===== config.mk =====
export PLATFORM = sky130hd
export DESIGN_NAME = dc_bu_line_ctrl
export DESIGN_NICKNAME = d
export VERILOG_FILES = /design/src/rtl/dc_bu_pkg.sv /design/src/rtl/dc_bu_skid_fifo.sv /design/src/rtl/dc_bu_line_ctrl.sv
export SDC_FILE = /design/constraint.sdc
export NUM_CORES = 1
export LEC_CHECK = 0
export CAP_MARGIN = 30
export CELL_PAD_IN_SITES_DETAIL_PLACEMENT = 1
export CELL_PAD_IN_SITES_GLOBAL_PLACEMENT = 1
export CORE_ASPECT_RATIO = 0.5
export CORE_MARGIN = 2
export CORE_UTILIZATION = 39
export DETAILED_ROUTE_END_ITERATION = 16
export PLACE_DENSITY_LB_ADDON = 0.1
export SLEW_MARGIN = 25
export SYNTH_ARGS = -nofsm -noshare
export SYNTH_HDL_FRONTEND = slang
export SYNTH_HIERARCHICAL = 1
export SYNTH_SLANG_ARGS = --single-unit

===== constraint.sdc =====
create_clock -name clk -period 3.72 [get_ports clk]
set_clock_uncertainty 0.1 [all_clocks]
set_input_delay 0.744 -clock clk [delete_from_list [all_inputs] [get_ports clk]]
set_output_delay 0.744 -clock clk [all_outputs]
set_load 0.05 [all_outputs]

===== src/rtl/dc_bu_pkg.sv =====
// Shared types and helpers for the buffering-unit line controller.
package dc_bu_pkg;

    typedef enum logic {
        IDLE = 1'b0,
        READ = 1'b1
    } dc_bu_rd_state_t;

    // Column counters must hold BANK_SIZE itself (a full line length).
    function automatic int dc_bu_col_width(input int bank_size);
        return $clog2(bank_size) + 32'sd1;
    endfunction

endpackage


===== src/rtl/dc_bu_skid_fifo.sv =====
// Two-entry data+eol FIFO that sits between the memory read port and the scaler.
module dc_bu_skid_fifo #(
    parameter int WORD_WIDTH = 24
) (
    input  logic                  clk,
    input  logic                  rst,
    input  logic                  push,
    input  logic [WORD_WIDTH-1:0] push_data,
    input  logic                  push_eol,
    input  logic                  pop,
    output logic [WORD_WIDTH-1:0] pop_data,
    output logic                  pop_eol,
    output logic                  full,
    output logic                  empty
);
    logic [WORD_WIDTH-1:0] data_r [2];
    logic [1:0]            eol_r;
    logic                  wptr_r;
    logic                  rptr_r;
    logic [1:0]            cnt_r;
    logic                  push_ok_s;
    logic                  pop_ok_s;

    assign empty     = (cnt_r == 2'd0);
    assign full      = (cnt_r == 2'd2);
    assign pop_ok_s  = pop & ~empty;
    assign push_ok_s = push & (~full | pop_ok_s);
    assign pop_data  = data_r[rptr_r];
    assign pop_eol   = eol_r[rptr_r];

    // Storage, pointers and occupancy.
    always_ff @(posedge clk) begin
        if (rst) begin
            data_r[0] <= {WORD_WIDTH{1'b0}};
            data_r[1] <= {WORD_WIDTH{1'b0}};
            eol_r     <= 2'b00;
            wptr_r    <= 1'b0;
            rptr_r    <= 1'b0;
            cnt_r     <= 2'd0;
        end else begin
            if (push_ok_s) begin
                data_r[wptr_r] <= push_data;
                eol_r[wptr_r]  <= push_eol;
                wptr_r         <= ~wptr_r;
            end
            if (pop_ok_s) begin
                rptr_r <= ~rptr_r;
            end
            cnt_r <= cnt_r + {1'b0, push_ok_s} - {1'b0, pop_ok_s};
        end
    end

endmodule


===== src/rtl/dc_bu_line_ctrl.sv =====
// Ping-pong line buffer controller: writes incoming lines into one memory bank
// while replaying the previously completed line from the other bank.
module dc_bu_line_ctrl
    import dc_bu_pkg::*;
#(
    parameter int BUFF_ADDR_WIDTH = 10,
    parameter int MEMORY_HEIGHT   = 128,
    parameter int WORD_WIDTH      = 24
) (
    input  logic                       clk,
    input  logic                       rst,
    input  logic                       in_valid,
    output logic                       in_ready,
    input  logic [WORD_WIDTH-1:0]      in_data,
    input  logic                       in_eol,
    output logic                       out_valid,
    input  logic                       out_ready,
    output logic [WORD_WIDTH-1:0]      out_data,
    output logic                       out_eol,
    output logic                       err_long,
    output logic                       mem_ce,
    output logic                       mem_we,
    output logic [BUFF_ADDR_WIDTH-1:0] mem_waddr,
    output logic [WORD_WIDTH-1:0]      mem_wdata,
    output logic                       mem_re,
    output logic [BUFF_ADDR_WIDTH-1:0] mem_raddr,
    input  logic [WORD_WIDTH-1:0]      mem_rdata
);
    localparam int                         BANK_SIZE  = MEMORY_HEIGHT / 2;
    localparam int                         COL_W      = dc_bu_col_width(BANK_SIZE);
    localparam logic [COL_W-1:0]           COL_ONE    = COL_W'(32'd1);
    localparam logic [COL_W-1:0]           COL_LAST   = COL_W'(BANK_SIZE - 1);
    localparam logic [BUFF_ADDR_WIDTH-1:0] BANK1_BASE = BUFF_ADDR_WIDTH'(BANK_SIZE);
    localparam logic [BUFF_ADDR_WIDTH-1:0] BANK0_BASE = {BUFF_ADDR_WIDTH{1'b0}};

    logic                       wbank_r;
    logic                       rbank_r;
    logic [COL_W-1:0]           wcol_r;
    logic [COL_W-1:0]           rcol_r;
    logic [1:0]                 full_r;
    logic [1:0]                 full_set_s;
    logic [1:0]                 full_clr_s;
    logic [COL_W-1:0]           len_r [2];
    dc_bu_rd_state_t            state_r;
    dc_bu_rd_state_t            state_nxt_s;

    logic                       accept_s;
    logic                       wlast_col_s;
    logic                       wclose_s;
    logic [BUFF_ADDR_WIDTH-1:0] waddr_s;
    logic                       mem_we_r;
    logic [BUFF_ADDR_WIDTH-1:0] mem_waddr_r;
    logic [WORD_WIDTH-1:0]      mem_wdata_r;
    logic                       err_long_r;

    logic                       rd_req_s;
    logic                       mem_re_s;
    logic                       rd_last_s;
    logic                       rd_eff_r;
    logic                       rd_eol_r;
    logic [1:0]                 fifo_occ_s;
    logic                       fifo_full_s;
    logic                       fifo_empty_s;
    logic                       pop_s;

    // Write side
    assign in_ready    = ~full_r[wbank_r];
    assign accept_s    = in_valid & in_ready;
    assign wlast_col_s = (wcol_r == COL_LAST);
    assign wclose_s    = accept_s & (in_eol | wlast_col_s);
    assign waddr_s     = (wbank_r ? BANK1_BASE : BANK0_BASE) + BUFF_ADDR_WIDTH'(wcol_r);

    // Read side; a pop this cycle frees a slot so reads can stream at one per cycle
    assign pop_s      = out_valid & out_ready;
    assign fifo_occ_s = fifo_full_s ? 2'd2 : (fifo_empty_s ? 2'd0 : 2'd1);
    assign rd_req_s   = (state_r == READ) &
                        ((fifo_occ_s + {1'b0, rd_eff_r} - {1'b0, pop_s}) < 2'd2);
    assign mem_re_s   = rd_req_s & ~mem_we_r;
    assign rd_last_s  = mem_re_s & (rcol_r == (len_r[rbank_r] - COL_ONE));

    // Set and clear always hit different banks, so both apply together
    assign full_set_s = wclose_s  ? (wbank_r ? 2'b10 : 2'b01) : 2'b00;
    assign full_clr_s = rd_last_s ? (rbank_r ? 2'b10 : 2'b01) : 2'b00;

    assign mem_we    = mem_we_r;
    assign mem_waddr = mem_waddr_r;
    assign mem_wdata = mem_wdata_r;
    assign mem_re    = mem_re_s;
    assign mem_raddr = (rbank_r ? BANK1_BASE : BANK0_BASE) + BUFF_ADDR_WIDTH'(rcol_r);
    assign mem_ce    = mem_we_r | mem_re_s;
    assign err_long  = err_long_r;
    assign out_valid = ~fifo_empty_s;

    // Write side: register the memory write and track the open line.
    always_ff @(posedge clk) begin
        if (rst) begin
            wbank_r     <= 1'b0;
            wcol_r      <= {COL_W{1'b0}};
            len_r[0]    <= {COL_W{1'b0}};
            len_r[1]    <= {COL_W{1'b0}};
            mem_we_r    <= 1'b0;
            mem_waddr_r <= {BUFF_ADDR_WIDTH{1'b0}};
            mem_wdata_r <= {WORD_WIDTH{1'b0}};
            err_long_r  <= 1'b0;
        end else begin
            mem_we_r   <= accept_s;
            err_long_r <= accept_s & wlast_col_s & ~in_eol;
            if (accept_s) begin
                mem_waddr_r <= waddr_s;
                mem_wdata_r <= in_data;
            end
            if (wclose_s) begin
                len_r[wbank_r] <= wcol_r + COL_ONE;
                wbank_r        <= ~wbank_r;
                wcol_r         <= {COL_W{1'b0}};
            end else if (accept_s) begin
                wcol_r <= wcol_r + COL_ONE;
            end
        end
    end

    // Bank-full flags shared between the write and read sides.
    always_ff @(posedge clk) begin
        if (rst) begin
            full_r <= 2'b00;
        end else begin
            full_r <= (full_r | full_set_s) & ~full_clr_s;
        end
    end

    // Read side: FSM state, read column, and the in-flight read tag.
    always_ff @(posedge clk) begin
        if (rst) begin
            state_r  <= IDLE;
            rbank_r  <= 1'b0;
            rcol_r   <= {COL_W{1'b0}};
            rd_eff_r <= 1'b0;
            rd_eol_r <= 1'b0;
        end else begin
            state_r  <= state_nxt_s;
            rd_eff_r <= mem_re_s;
            rd_eol_r <= rd_last_s;
            if (rd_last_s) begin
                rbank_r <= ~rbank_r;
                rcol_r  <= {COL_W{1'b0}};
            end else if (mem_re_s) begin
                rcol_r <= rcol_r + COL_ONE;
            end
        end
    end

    // Read FSM next state: start on a full bank, return to IDLE after its last read.
    always_comb begin
        state_nxt_s = state_r;
        case (state_r)
            IDLE: begin
                if (full_r[rbank_r]) begin
                    state_nxt_s = READ;
                end else begin
                    state_nxt_s = IDLE;
                end
            end
            READ: begin
                if (rd_last_s) begin
                    state_nxt_s = IDLE;
                end else begin
                    state_nxt_s = READ;
                end
            end
            default: state_nxt_s = IDLE;
        endcase
    end

    dc_bu_skid_fifo #(
        .WORD_WIDTH(WORD_WIDTH)
    ) u_fifo (
        .clk      (clk),
        .rst      (rst),
        .push     (rd_eff_r),
        .push_data(mem_rdata),
        .push_eol (rd_eol_r),
        .pop      (pop_s),
        .pop_data (out_data),
        .pop_eol  (out_eol),
        .full     (fifo_full_s),
        .empty    (fifo_empty_s)
    );

endmodule

Word-level counts from Yosys, hierarchy flattened
Memory sizes are Yosys's and may differ from the RTL's. A register that Yosys moved wholly into a read port is not among the register bits.
Index checks and enable logic that the tools add are counted.
{ "totals": {"reg_bits": 63, "mem_bits_rw": 62, "in_bits": 53, "out_inout_bits": 75, "wordCells": 106, "mem_count": 2} }
{ "memory_table": {"columns": ["memory", "depth", "word_bits", "read_ports", "rd_ports_with_merged_regs", "write_ports", "line", "rtl"], "rows": [
  ["u_fifo.data_r", 2, 24, 1, 1, 2, "dc_bu_skid_fifo.sv:16", "logic [WORD_WIDTH-1:0] data_r [2];"],
  ["len_r", 2, 7, 1, 1, 2, "dc_bu_line_ctrl.sv:43", "logic [COL_W-1:0] len_r [2];"]
]} }
{ "classes": {"n_addsub": 9, "order_cmp": 6, "eq_ne": 3, "n_mux": 38, "bitwise": 26, "reduce_logical": 6} }
{ "op_table": {"columns": ["op", "n"], "rows": [
  ["1-bit 2-to-1 mux", 26],
  ["24-bit 2-to-1 mux", 1],
  ["24-bit OR reduction", 1],
  ["7-bit 2-to-1 mux", 3],
  ["7-bit by 7-bit adder with 8-bit output", 2],
  ["7-bit by 1-bit adder with 7-bit output (second input constant)", 2],
  ["1-bit AND", 10],
  ["2-bit 2-to-1 mux", 5],
  ["1-bit inverter", 10],
  ["1-bit by 2-bit < comparator with 1-bit output (second input constant)", 4],
  ["7-bit by 6-bit == test with 1-bit output (second input constant)", 1],
  ["7-bit == test", 1],
  ["7-bit OR reduction", 1],
  ["7-bit by 1-bit subtractor with 7-bit output (second input constant)", 1],
  ["2-bit by 1-bit adder with 2-bit output", 2],
  ["2-bit OR reduction", 2],
  ["2-bit by 1-bit subtractor with 2-bit output", 2],
  ["1-bit OR", 3],
  ["2-bit AND", 1],
  ["2-bit bitwise mux", 1],
  ["2-bit == test (second input constant)", 1],
  ["2-bit zero test", 1],
  ["2-bit < comparator (second input constant)", 1],
  ["2-bit inverter", 1],
  ["other kinds (5)", 5]
]} }

Longest topological paths before layout
Gate-level depths: netlist of the first run.
{ "depth": {"word_depth": 12, "ltp_mapped": 10} }

Hierarchy
The synthesis of the first run kept the hierarchy.
{ "modules_own_cells": {"columns": ["mod", "n_inst", "cells_per_inst", "area_each_um2", "seq_area_each_um2"], "rows": [
  ["dc_bu_line_ctrl", 1, 343, 3074.2, 1541.5],
  ["dc_bu_skid_fifo", 1, 172, 2524.9, 1581.5]
]} }

Worst setup path after synthesis of the first run
Ideal clock, no wire load.
{ "synth_path": {"path_kind": "input to register", "from": "input out_ready", "to": "register with a tool-made name", "setup_time_ps": 70, "t_arrival_ps": 2940, "required_ps": 3550, "setup_slack_ps": 609, "stages": 9, "path_cell_list": "nor2b_1 ha_1 nor2b_1 xnor2_1 nand3b_1 inv_2 nand4_1 or4_4 a21oi_1"} }
{ "synth_lines": {"columns": ["element", "line", "rtl"], "rows": [
  ["start, declared", "dc_bu_line_ctrl.sv:17", "input logic out_ready,"]
]} }

Worst setup path after layout of the first run
{ "layout_path": {"from": "input out_ready", "to": "output mem_re"} }
{ "layout_via": {"elab_chain_cells": 5} }
{ "layout_lines": {"columns": ["element", "line", "rtl"], "rows": [
  ["1-bit AND", "dc_bu_line_ctrl.sv:74", "assign pop_s = out_valid & out_ready;"],
  ["net pop_s", "dc_bu_line_ctrl.sv:64", "logic pop_s;"],
  ["2-bit by 1-bit subtractor with 2-bit output", "dc_bu_line_ctrl.sv:77", "((fifo_occ_s + {1'b0, rd_eff_r} - {1'b0, pop_s}) < 2'd2);"],
  ["2-bit < comparator", "dc_bu_line_ctrl.sv:77", null],
  ["1-bit AND", "dc_bu_line_ctrl.sv:76", "assign rd_req_s = (state_r == READ) &"],
  ["1-bit AND", "dc_bu_line_ctrl.sv:78", "assign mem_re_s = rd_req_s & ~mem_we_r;"],
  ["end, declared", "dc_bu_line_ctrl.sv:25", "output logic mem_re,"]
]} }
The timed path passes the listed nets, and every way through them passes these cells.

==> summary.md, run 1 <==
| Metric | Value |
|---|---|
| Outcome | `finished clean` |
| Dominant synthesized flop cell | `dfxtp_1` |
| Sequential area share after synthesis | `between 50% and 60%` |
| Yosys top cell area share | `33.25%` |
| Logic pwr share | `12.7%` |
| Synth warn | `6` |
| Net switching fraction of the power | `26.81%` |
| Cell Int Power | `~2600 uW` |
| Yosys top cell by area | `edfxtp_1` |
| Total track usage | `roughly 18%` |
| GPL Wtd Cong | `slightly above 0.7` |
| Nature of the critical path endpoint | `primary output` |
| Mapped Cells | `approximately 500` |
| CTS tree | `built` |
| Most used cell, CP | `nor2b_1` |
| Initial antenna violation count | `0` |
| CTS Buf Count | `17` |
| Clk Latency, worst-skew pair | `approximately 0.4 ns` |
| Library cells used by synthesis | `50` |
| Max Cap Viol | `0` |
| Count leader, synth | `nand2_1` |
| Layout area overhead | `34.37%` |
| Post-CTS Setup Repair Bufs | `0` |
| Fillers | `about 1500` |
| Hold Slack | `0.3570 ns` |
| Overflow after GRT | `0` |
| Tmin final | `roughly 3.3 ns` |
| Clock Power Share | `44.1%` |
| P_leak | `between 0.002 and 0.003 uW` |
| Slew Limit Headroom | `51.98%` |
| Worst EP arrival | `between 2 and 2.5 ns` |
| CP Class | `primary input to primary output` |
| Final hold vios | `0` |
| Cts repair resizes | `0` |
| Core area | `between 10000 and 15000 um2` |
| Final-report setup violation count | `0` |
| Fin crit share | `88.90%` |
| Die area | `approximately 15000 um2` |
| Final net count | `between 600 and 700` |
| 1st-iter DRT viols | `approximately 130` |
| Clk sink count | `125` |
| Mapped Avg Cell Area | `10.87 um2` |
| Hold_buf cts | `0` |
| Post-synth EDFFs | `between 60 and 70` |
| VDD IR-drop max | `between 0.2 and 0.25 mV` |
| Worst path cell trace | `clkdlybuf4s50_1, nor2b_1, ha_1, nor2b_1, xnor2_1, nand3b_1, inv_2, buf_12` |
| Pre-antenna DRT Iters | `4` |
| First-pass GRT wire length | `21300 um` |
| Pwr Density | `roughly 470 nW/um2` |
| Top cells by count, synth | `78 x nand2_1, 63 x dfxtp_1, 62 x edfxtp_1, 42 x a21oi_1, 36 x nor2_1` |
| Number of H-tree levels | `4` |
| RSZ-0062 raised after global routing | `no` |
| P_sw | `around 950 uW` |
| HPWL Detailed | `slightly below 9000 um` |
| Critical path startpoint category | `primary input` |
| Synth async-reset ratio | `0%` |
| Share of layout cells above drive strength 1 | `~15%` |
| Wirelength, routed | `12970 um` |
| Die W | `about 170 um` |
| Slowest cell on crit path | `clkdlybuf4s50_1` |
| Setup_tns | `0 ns` |
| Hold Crit Class | `register to register` |
| Worst slew pin tran | `0.7188 ns` |
| Initial core utilization | `roughly two fifths` |
| Largest net degree at the start of global routing | `38` |
| Vias in the first global route | `4258` |
| Routed vias | `4033` |
| Routed Antenna Nets | `0` |
| Antenna diodes | `0` |
| Via/cell ratio | `about 4.8` |
| Top cells by area, synth | `edfxtp_1 33%, dfxtp_1 23%, nand2_1 5.2%` |
| Die span in y | `88.73 um` |
| Worst Path Max Fanout | `7` |
| Worst endpoint required time | `around 2.9 ns` |
| F_max | `~300 MHz` |
| Register bit count reported by yosys | `about 130` |
| Seq pwr share | `between 40% and 50%` |
| CTS root buf | `clkbuf_16` |
| Rows | `30` |
| Worst path max stage delay | `0.45 ns` |
| Max Root-Sink Buffers | `2` |
| Number of top-level pins | `~130` |
| Area of the mapped netlist | `about 5600 um2` |
| Area occupied by multi-input gates | `between 2000 and 2500 um2` |
| Avg WL per Cell | `between 15 and 20 um` |
| Register-to-register setup slack | `approximately 0.67 ns` |
| Max-slew violation count | `0` |
| Remaining DRCs | `0` |
| Port Buffer Count | `approximately 120` |
| Worst-path clk slew | `roughly 0.060 ns` |
| Register area | `about 3100 um2` |
[power by group through the flow]
stage | sequential, uW | combinational, uW | clock, uW
5_1_grt | 1550 | 484 | 1670
3_5_place_dp | 1570 | 456 | 0
6_report | 1540 | 452 | 1570
3_3_place_gp | 1560 | 450 | 0
4_1_cts | 1540 | 459 | 1610
2_1_floorplan | 1620 | 219 | 0
[layer usage]
| metal | track usage (%) | routed length, um |
|---|---|---|
| met1 | 21.36 | 5788 |
| met2 | 30.29 | 6224 |
| met3 | 6.186 | 833 |
| met4 | 5.624 | 126 |
| met5 | 0 | 0 |
[logic make-up after synthesis]
family	count (synthesis)	synth area share [%]
DFF	125	55.78
muxes	38	7.374
other	1	0.06697
AOI/OAI and AO/OA	54	5.497
and+or+nand+nor	217	20.72
buffers and inverters	41	4.000
adders and majority gates	7	1.564
xor gates and xnor gates	32	5.006
[placed cells by master (no fill, tap or decap), drive strengths merged, types with 11 or more instances in the layout]
cell	n
inv	11
clkdlybuf4s50	120
buf	11
nor3	15
xor2	15
edfxtp	62
dfxtp	63
clkbuf	17
and2	49
mux2i	12
nand2	78
mux2	26
nor2	36
xnor2	17
a21oi	42
[layout make-up]
class	instances	area share (%)
Sequential cell	125	41.51
Multi-Input combinational cell	352	30.08
Timing Repair Buffer	131	17.41
Clock buffer	17	5.654
Tap cell	192	3.193
Clock inverter	15	1.846
Inverter	6	0.2994
[through the flow]
stage               area, um2  setup WS (ns)  util, %  total power [uW]  std cells
floorplan                5610         0.6091        -              1842        518
global placement         6948         0.3242    50.44              2014        805
detailed placement       6959         0.2236    50.52              2023        806
CTS                      7523         0.3753    54.61              3604        838
global route             7523         0.2148    54.61              3698        838
finish                   7523         0.4130    54.61              3558        838
[worst max-delay path, delay by kind of cell]
family	cells	cell delay [ns]
adders and majority gates	1	0.25
buffers and inverters	3	0.82
xor gates and xnor gates	1	0.16
and+or+nand+nor	3	0.49
[flip-flops by register name, indices dropped and copies added (netlist names), named ones only]
register       cells
err_long           1
full_r             2
len_r             14
mem_waddr          8
mem_wdata         24
mem_we             1
rbank_r            1
rcol_r             7
rd_eff_r           1
rd_eol_r           1
state_r            1
u_fifo/cnt_r       2
u_fifo/data_r     48
u_fifo/eol_r       2
u_fifo/rptr_r      1
u_fifo/wptr_r      1
wbank_r            1
wcol_r             7
[path summary, 6_finish.rpt]
kind              startpoint      endpoint  cells past startpoint
max                out_ready        mem_re                      8
min             mem_waddr[0]  mem_waddr[0]                      2
max reg2reg  u_fifo/cnt_r[0]      register                     10
min reg2reg     mem_waddr[0]  mem_waddr[0]                      2
Power figures use the tool's default switching activity.
==> run 2, diff against run 1 <==
- CORE_ASPECT_RATIO: 0.5 -> 0.8
- CORE_MARGIN: 2 -> not set
- GPL_TIMING_DRIVEN: not set -> 0
==> run 2 against run 1 <==
Register-to-register slack worse by 0.23 ns; sequential power hardly changed; clock power hardly changed; first-iteration DRC count is 51% higher; count of clock-buffer cells in the layout is 10 higher; via count is 4.3% higher; die area is 3.6% lower; design area is 1.5% higher; maximum frequency is 6.6% lower; critical endpoint unchanged.
==> summary.md, run 2 (synthesis gave the netlist of run 1 again) <==
| Metric | Value |
|---|---|
| Critical path startpoint category | `register` |
| Overflow after GRT | `0` |
| VDD IR-drop max | `around 0.34 mV` |
| 1st-iter DRT viols | `between 150 and 200` |
| CTS tree | `built` |
| Core area | `approximately 14000 um2` |
| Vias in the first global route | `between 4000 and 5000` |
| RSZ-0062 raised after global routing | `no` |
| Total track usage | `about a fifth` |
| Avg WL per Cell | `16.66 um` |
| Worst Hold Path EP | `mem_wdata[6]` |
| CP Class | `register to primary output` |
| Port Buffer Count | `123` |
| Via/cell ratio | `roughly 4.9` |
| Layout area overhead | `36.36%` |
| HP Start | `mem_wdata[6]` |
| Clk sink count | `125` |
| Max Root-Sink Buffers | `2` |
| Register-to-register setup slack | `roughly 0.44 ns` |
| First-pass GRT wire length | `roughly 23000 um` |
| Initial antenna violation count | `0` |
| Biggest register | `u_fifo/data_r` |
| F_max | `282.5 MHz` |
| Largest net degree at the start of global routing | `25` |
| Seq pwr share | `43.3%` |
| Outcome | `finished clean` |
| P_sw | `about 900 uW` |
| Final hold vios | `0` |
| Number of top-level pins | `roughly 130` |
| GPL Wtd Cong | `~0.77` |
| HPWL Detailed | `slightly above 10000 um` |
| Worst reg2reg path depth | `10` |
| Hold_buf cts | `0` |
| Clock Power Share | `a little over two fifths` |
| Hold depth | `2` |
| Setup_tns | `0 ns` |
| Share of layout cells above drive strength 1 | `around 15%` |
| Wirelength, routed | `roughly 14000 um` |
| Initial core utilization | `between 40% and 50%` |
| Number of H-tree levels | `4` |
| Max-slew violation count | `0` |
| Worst slew pin tran | `roughly 0.69 ns` |
| Max FFs per register | `48` |
| Die W | `around 140 um` |
| CTS Buf Count | `17` |
| Net switching fraction of the power | `between 20% and 30%` |
| Pwr Density | `between 400 and 500 nW/um2` |
| Die span in y | `approximately 110 um` |
| Max Cap Viol | `0` |
| Rows | `38` |
| Die area | `roughly 15000 um2` |
| Reg2Reg Launch Point | `u_fifo/cnt_r[0]` |
| P_leak | `roughly 0.0028 uW` |
| Worst-path clk slew | `~0.05 ns` |
| Most frequent cells in the layout | `121 x clkdlybuf4s50_1, 78 x nand2_1, 63 x dfxtp_1` |
| Pre-antenna DRT Iters | `4` |
| Worst endpoint required time | `2.88 ns` |
| CTS root buf | `clkbuf_16` |
| Nature of the critical path endpoint | `primary output` |
| Most common cell after layout, fill and taps aside | `clkdlybuf4s50_1` |
| Antenna diodes | `0` |
| Worst EP arrival | `approximately 2.7 ns` |
| Hold Slack | `approximately 0.35 ns` |
| Hold Crit Class | `register to register` |
| Fin crit share | `95.14%` |
| Clk Latency, worst-skew pair | `0.42 ns` |
| Tmin final | `around 3.5 ns` |
| Post-route cell area | `7635 um2` |
| Cell Int Power | `2658 uW` |
| Routed vias | `roughly 4200` |
| Worst Path Max Fanout | `9` |
| Remaining DRCs | `0` |
| Slew Limit Headroom | `roughly 54%` |
| Logic pwr share | `about an eighth` |
| Final-report setup violation count | `0` |
| Routed Antenna Nets | `0` |
| Final net count | `around 700` |
| Placed cell areas | `approximately 7100 um2` |
| Reg-to-Reg End | `full_r[1]` |
==> run 2: cell count changes in the layout (fill, tap and decap cells not counted), moves of 3 or more <==
| cell | previous run | this run |
|---|---|---|
| clkinvlp_4 | 5 | 1 |
| clkinv_2 | 1 | 4 |
| clkbuf_8 | 0 | 3 |
| buf_6 | 1 | 4 |
| clkbuf_1 | 0 | 23 |
| inv_6 | 5 | 0 |
| buf_4 | 7 | 10 |
==> run 2: power by group through the flow <==
stage          clock network [uW]  logic, uW  registers (uW)
2_1_floorplan                   0        219            1620
6_report                     1560        460            1540
5_1_grt                      1640        492            1550
3_3_place_gp                    0        453            1560
4_1_cts                      1580        464            1540
3_5_place_dp                    0        461            1570
==> run 2: worst max path at each step <==
| stage | start | end | cells after the start |
|---|---|---|---|
| detailed placement | out_ready | mem_re | 8 |
| floorplan | out_ready | register | 9 |
| CTS | out_ready | mem_ce | 7 |
| finish | u_fifo/cnt_r[0] | mem_re | 8 |
| global placement | out_ready | mem_re | 8 |
| global route | u_fifo/cnt_r[0] | mem_re | 8 |
==> run 2: what timing repair did <==
| action | in CTS | in global routing |
|---|---|---|
| setup buffers | 0 | 0 |
| endpoints found under the setup margin | 2 | 2 |
| gates cloned | 0 | 0 |
| gates resized for setup | 7 | 2 |
==> run 2: worst max-delay path: stages (launching register included) <==
cell      delay [ns]
dfxtp_1         0.52
nor2_1          0.16
or2_2           0.32
ha_1            0.29
nor2b_1         0.15
xnor2_1         0.16
nand3b_1        0.20
inv_2           0.19
buf_2           0.29
==> run 2: final cells by class <==
class | count | area, um2
Multi-Input combinational cell | 352 | 2273
Clock buffer | 27 | 535.5
Sequential cell | 125 | 3123
Tap cell | 180 | 225.2
Inverter | 6 | 22.52
Clock inverter | 5 | 27.53
Buffer | 35 | 201.4
Fill cell | 1483 | 6153
Timing Repair Buffer | 123 | 1226
==> run 2: per-layer routing <==
metal	vias to the layer above	global-route usage, %	routed length, um
met4	0	7.698	189
met3	13	7.392	1100
met5	-	0	0
met1	2054	25.05	6325
met2	104	33.05	6594
li1	2034	-	-
==> run 2: per-stage QoR <==
step | worst slack [ns] | power (uW) | util, % | std cells
2_1_floorplan | 0.6091 | 1842 | - | 518
3_3_place_gp | -0.5530 | 2017 | 51.25 | 821
3_5_place_dp | -0.5770 | 2030 | 51.27 | 821
4_1_cts | 0.06641 | 3589 | 55.33 | 853
5_1_grt | 0.03514 | 3676 | 55.37 | 853
6_report | 0.1807 | 3556 | 55.37 | 853
==> run 3, diff against run 2 <==
- CTS_CLUSTER_DIAMETER: not set -> 80
- RECOVER_POWER: not set -> 100
==> run 3 against run 2 <==
Total power shrank 0.44%; non-clock buffer count did not move; hold slack got worse by 0.0031 ns; highest routed layer unchanged; critical path depth unchanged; utilization is 0.54 points lower; count of clock-buffer cells in the layout unchanged; sequential power hardly changed; first-iteration DRC count shrank 1.5%; setup slack better by 0.010 ns.
==> summary.md, run 3 (synthesis gave the netlist of run 1 again) <==
| Metric | Value |
|---|---|
| Worst-path clk slew | `0.05 ns` |
| Initial antenna violation count | `0` |
| RSZ-0062 raised after global routing | `no` |
| F_max | `approximately 280 MHz` |
| Register-to-register setup slack | `approximately 0.47 ns` |
| Final hold vios | `0` |
| Layout area overhead | `35.04%` |
| Biggest register | `u_fifo/data_r` |
| Met1 global-route usage | `between 20% and 30%` |
| Pwr Density | `468.2 nW/um2` |
| Hold Slack | `approximately 0.35 ns` |
| Post-route cell area | `around 7600 um2` |
| Number of top-level pins | `about 130` |
| Core area | `13790 um2` |
| Max Cap Viol | `0` |
| Worst Hold Path EP | `mem_wdata[6]` |
| GPL Wtd Cong | `around 0.77` |
| Final-report setup violation count | `0` |
| CTS Buf Count | `17` |
| CP Class | `primary input to primary output` |
| Clk sink count | `about 130` |
| Initial core utilization | `about two fifths` |
| Hold Crit Class | `register to register` |
| Most frequent cells in the layout | `78 x nand2_1, 70 x dlygate4sd3_1, 63 x dfxtp_1` |
| Fin crit share | `a little over nine tenths` |
| Worst Path Max Fanout | `7` |
| CTS root buf | `clkbuf_16` |
| Max FFs per register | `48` |
| Reg2Reg Launch Point | `u_fifo/cnt_r[0]` |
| Overflow after GRT | `0` |
| Worst path max stage delay | `about 0.45 ns` |
| Port Buffer Count | `approximately 120` |
| Post-CTS Setup Repair Bufs | `0` |
| Die area | `about 15000 um2` |
| Max Root-Sink Buffers | `2` |
| Critical path startpoint category | `primary input` |
| Wirelength, routed | `approximately 14000 um` |
| P_leak | `slightly below 0.003 uW` |
| Worst EP arrival | `about 2.7 ns` |
| GRT met2 Usage | `approximately 33%` |
| Worst slew pin tran | `about 1.3 ns` |
| Worst path cell trace | `clkdlybuf4s50_1, nor2b_4, ha_1, nor2b_1, xnor2_1, nand3b_1, inv_2, buf_2` |
| Antenna diodes | `0` |
| Routed Antenna Nets | `0` |
| Final Core Density | `a little over half` |
| Reg-to-Reg End | `full_r[1]` |
| VDD IR-drop max | `roughly 0.34 mV` |
| Via/cell ratio | `between 4 and 5` |
| Most common cell after layout, fill and taps aside | `nand2_1` |
| Largest net degree at the start of global routing | `25` |
| HPWL Detailed | `10050 um` |
| Placed cell areas | `around 7000 um2` |
| Die span in y | `between 100 and 150 um` |
| Met3 Usage GRT | `roughly 7.4%` |
| Rows | `38` |
| Routed vias | `4211` |
| Hold depth | `2` |
| Outcome | `finished clean` |
| Share of layout cells above drive strength 1 | `approximately an eighth` |
| First-pass GRT wire length | `about 23000 um` |
| Pre-antenna DRT Iters | `4` |
| Setup_tns | `0 ns` |
| Tmin final | `~3.5 ns` |
| Slowest cell on crit path | `clkdlybuf4s50_1` |
| Final net count | `approximately 700` |
| Avg WL per Cell | `between 15 and 20 um` |
| Gr busiest metal | `met2` |
| Slew Limit Headroom | `between 10% and 20%` |
| Nature of the critical path endpoint | `primary output` |
| CTS tree | `built` |
| Clk Latency, worst-skew pair | `0.42 ns` |
| Total track usage | `roughly a fifth` |
| HP Start | `mem_wdata[6]` |
| Number of H-tree levels | `4` |
| Worst endpoint required time | `2.88 ns` |
| Worst reg2reg path depth | `10` |
| Remaining DRCs | `0` |
| Vias in the first global route | `about 4500` |
| 1st-iter DRT viols | `between 150 and 200` |
| Die W | `about 140 um` |
| Max-slew violation count | `0` |
-- run 3: changes by cell type in the layout (fill, tap and decap cells not counted), sizes merged --
cell | previous run | this run
buf | 18 | 15
clkbuf | 45 | 48
clkdlybuf4s50 | 121 | 51
dlygate4sd3 | 0 | 70
-- run 3: metrics by stage --
stage / setup WS (ns) / instances / power, uW
after global placement: -0.5530 / 821 / 2017
after detailed placement: -0.5770 / 821 / 2030
final: 0.1908 / 853 / 3540
after global routing: 0.02876 / 853 / 3659
after CTS: 0.06641 / 853 / 3589
after floorplan: 0.6091 / 518 / 1842
-- run 3: worst max-delay path: cells and delay by family --
| family | cells | cell delay [ns] |
|---|---|---|
| XOR/XNOR | 1 | 0.16 |
| adder cells (fa/ha/maj) | 1 | 0.27 |
| buffers and inverters | 3 | 0.92 |
| AND/OR/NAND/NOR | 3 | 0.57 |
-- run 3: how the worst max path moves through the flow --
stage,start,end,cells past startpoint
2_1_floorplan,out_ready,register,9
3_3_place_gp,out_ready,mem_re,8
3_5_place_dp,out_ready,mem_re,8
4_1_cts,out_ready,mem_ce,7
5_1_grt,u_fifo/cnt_r[0],mem_re,8
6_report,out_ready,mem_re,8
-- run 3: final cells by class --
type	instances	area, um2
buffer	35	186.4
clock buffer	27	535.5
fill	1495	6227
clock inverter	5	27.53
sequential	125	3123
inverter	6	22.52
multi-input combinational	352	2215
timing repair buffer	123	1226
tap	180	225.2
-- run 3: report_power, final --
part	switching [uW]	total [uW]	internal, uW
Clock	577	1560	980
Sequential	33.9	1540	1510
Combinational	285	443	159
Total	895	3540	2640
-- run 3: routing by layer --
layer  up-vias  routed length, um
met5         -                  0
met4         0                191
met3        12               1095
met2       102               6608
met1      2058               6265
li1       2039                  -
-- run 3: what timing repair did --
action / in CTS / in global routing
endpoints found under the setup margin: 2 / 2
hold buffers: 0 / 0
resized for setup: 7 / 2
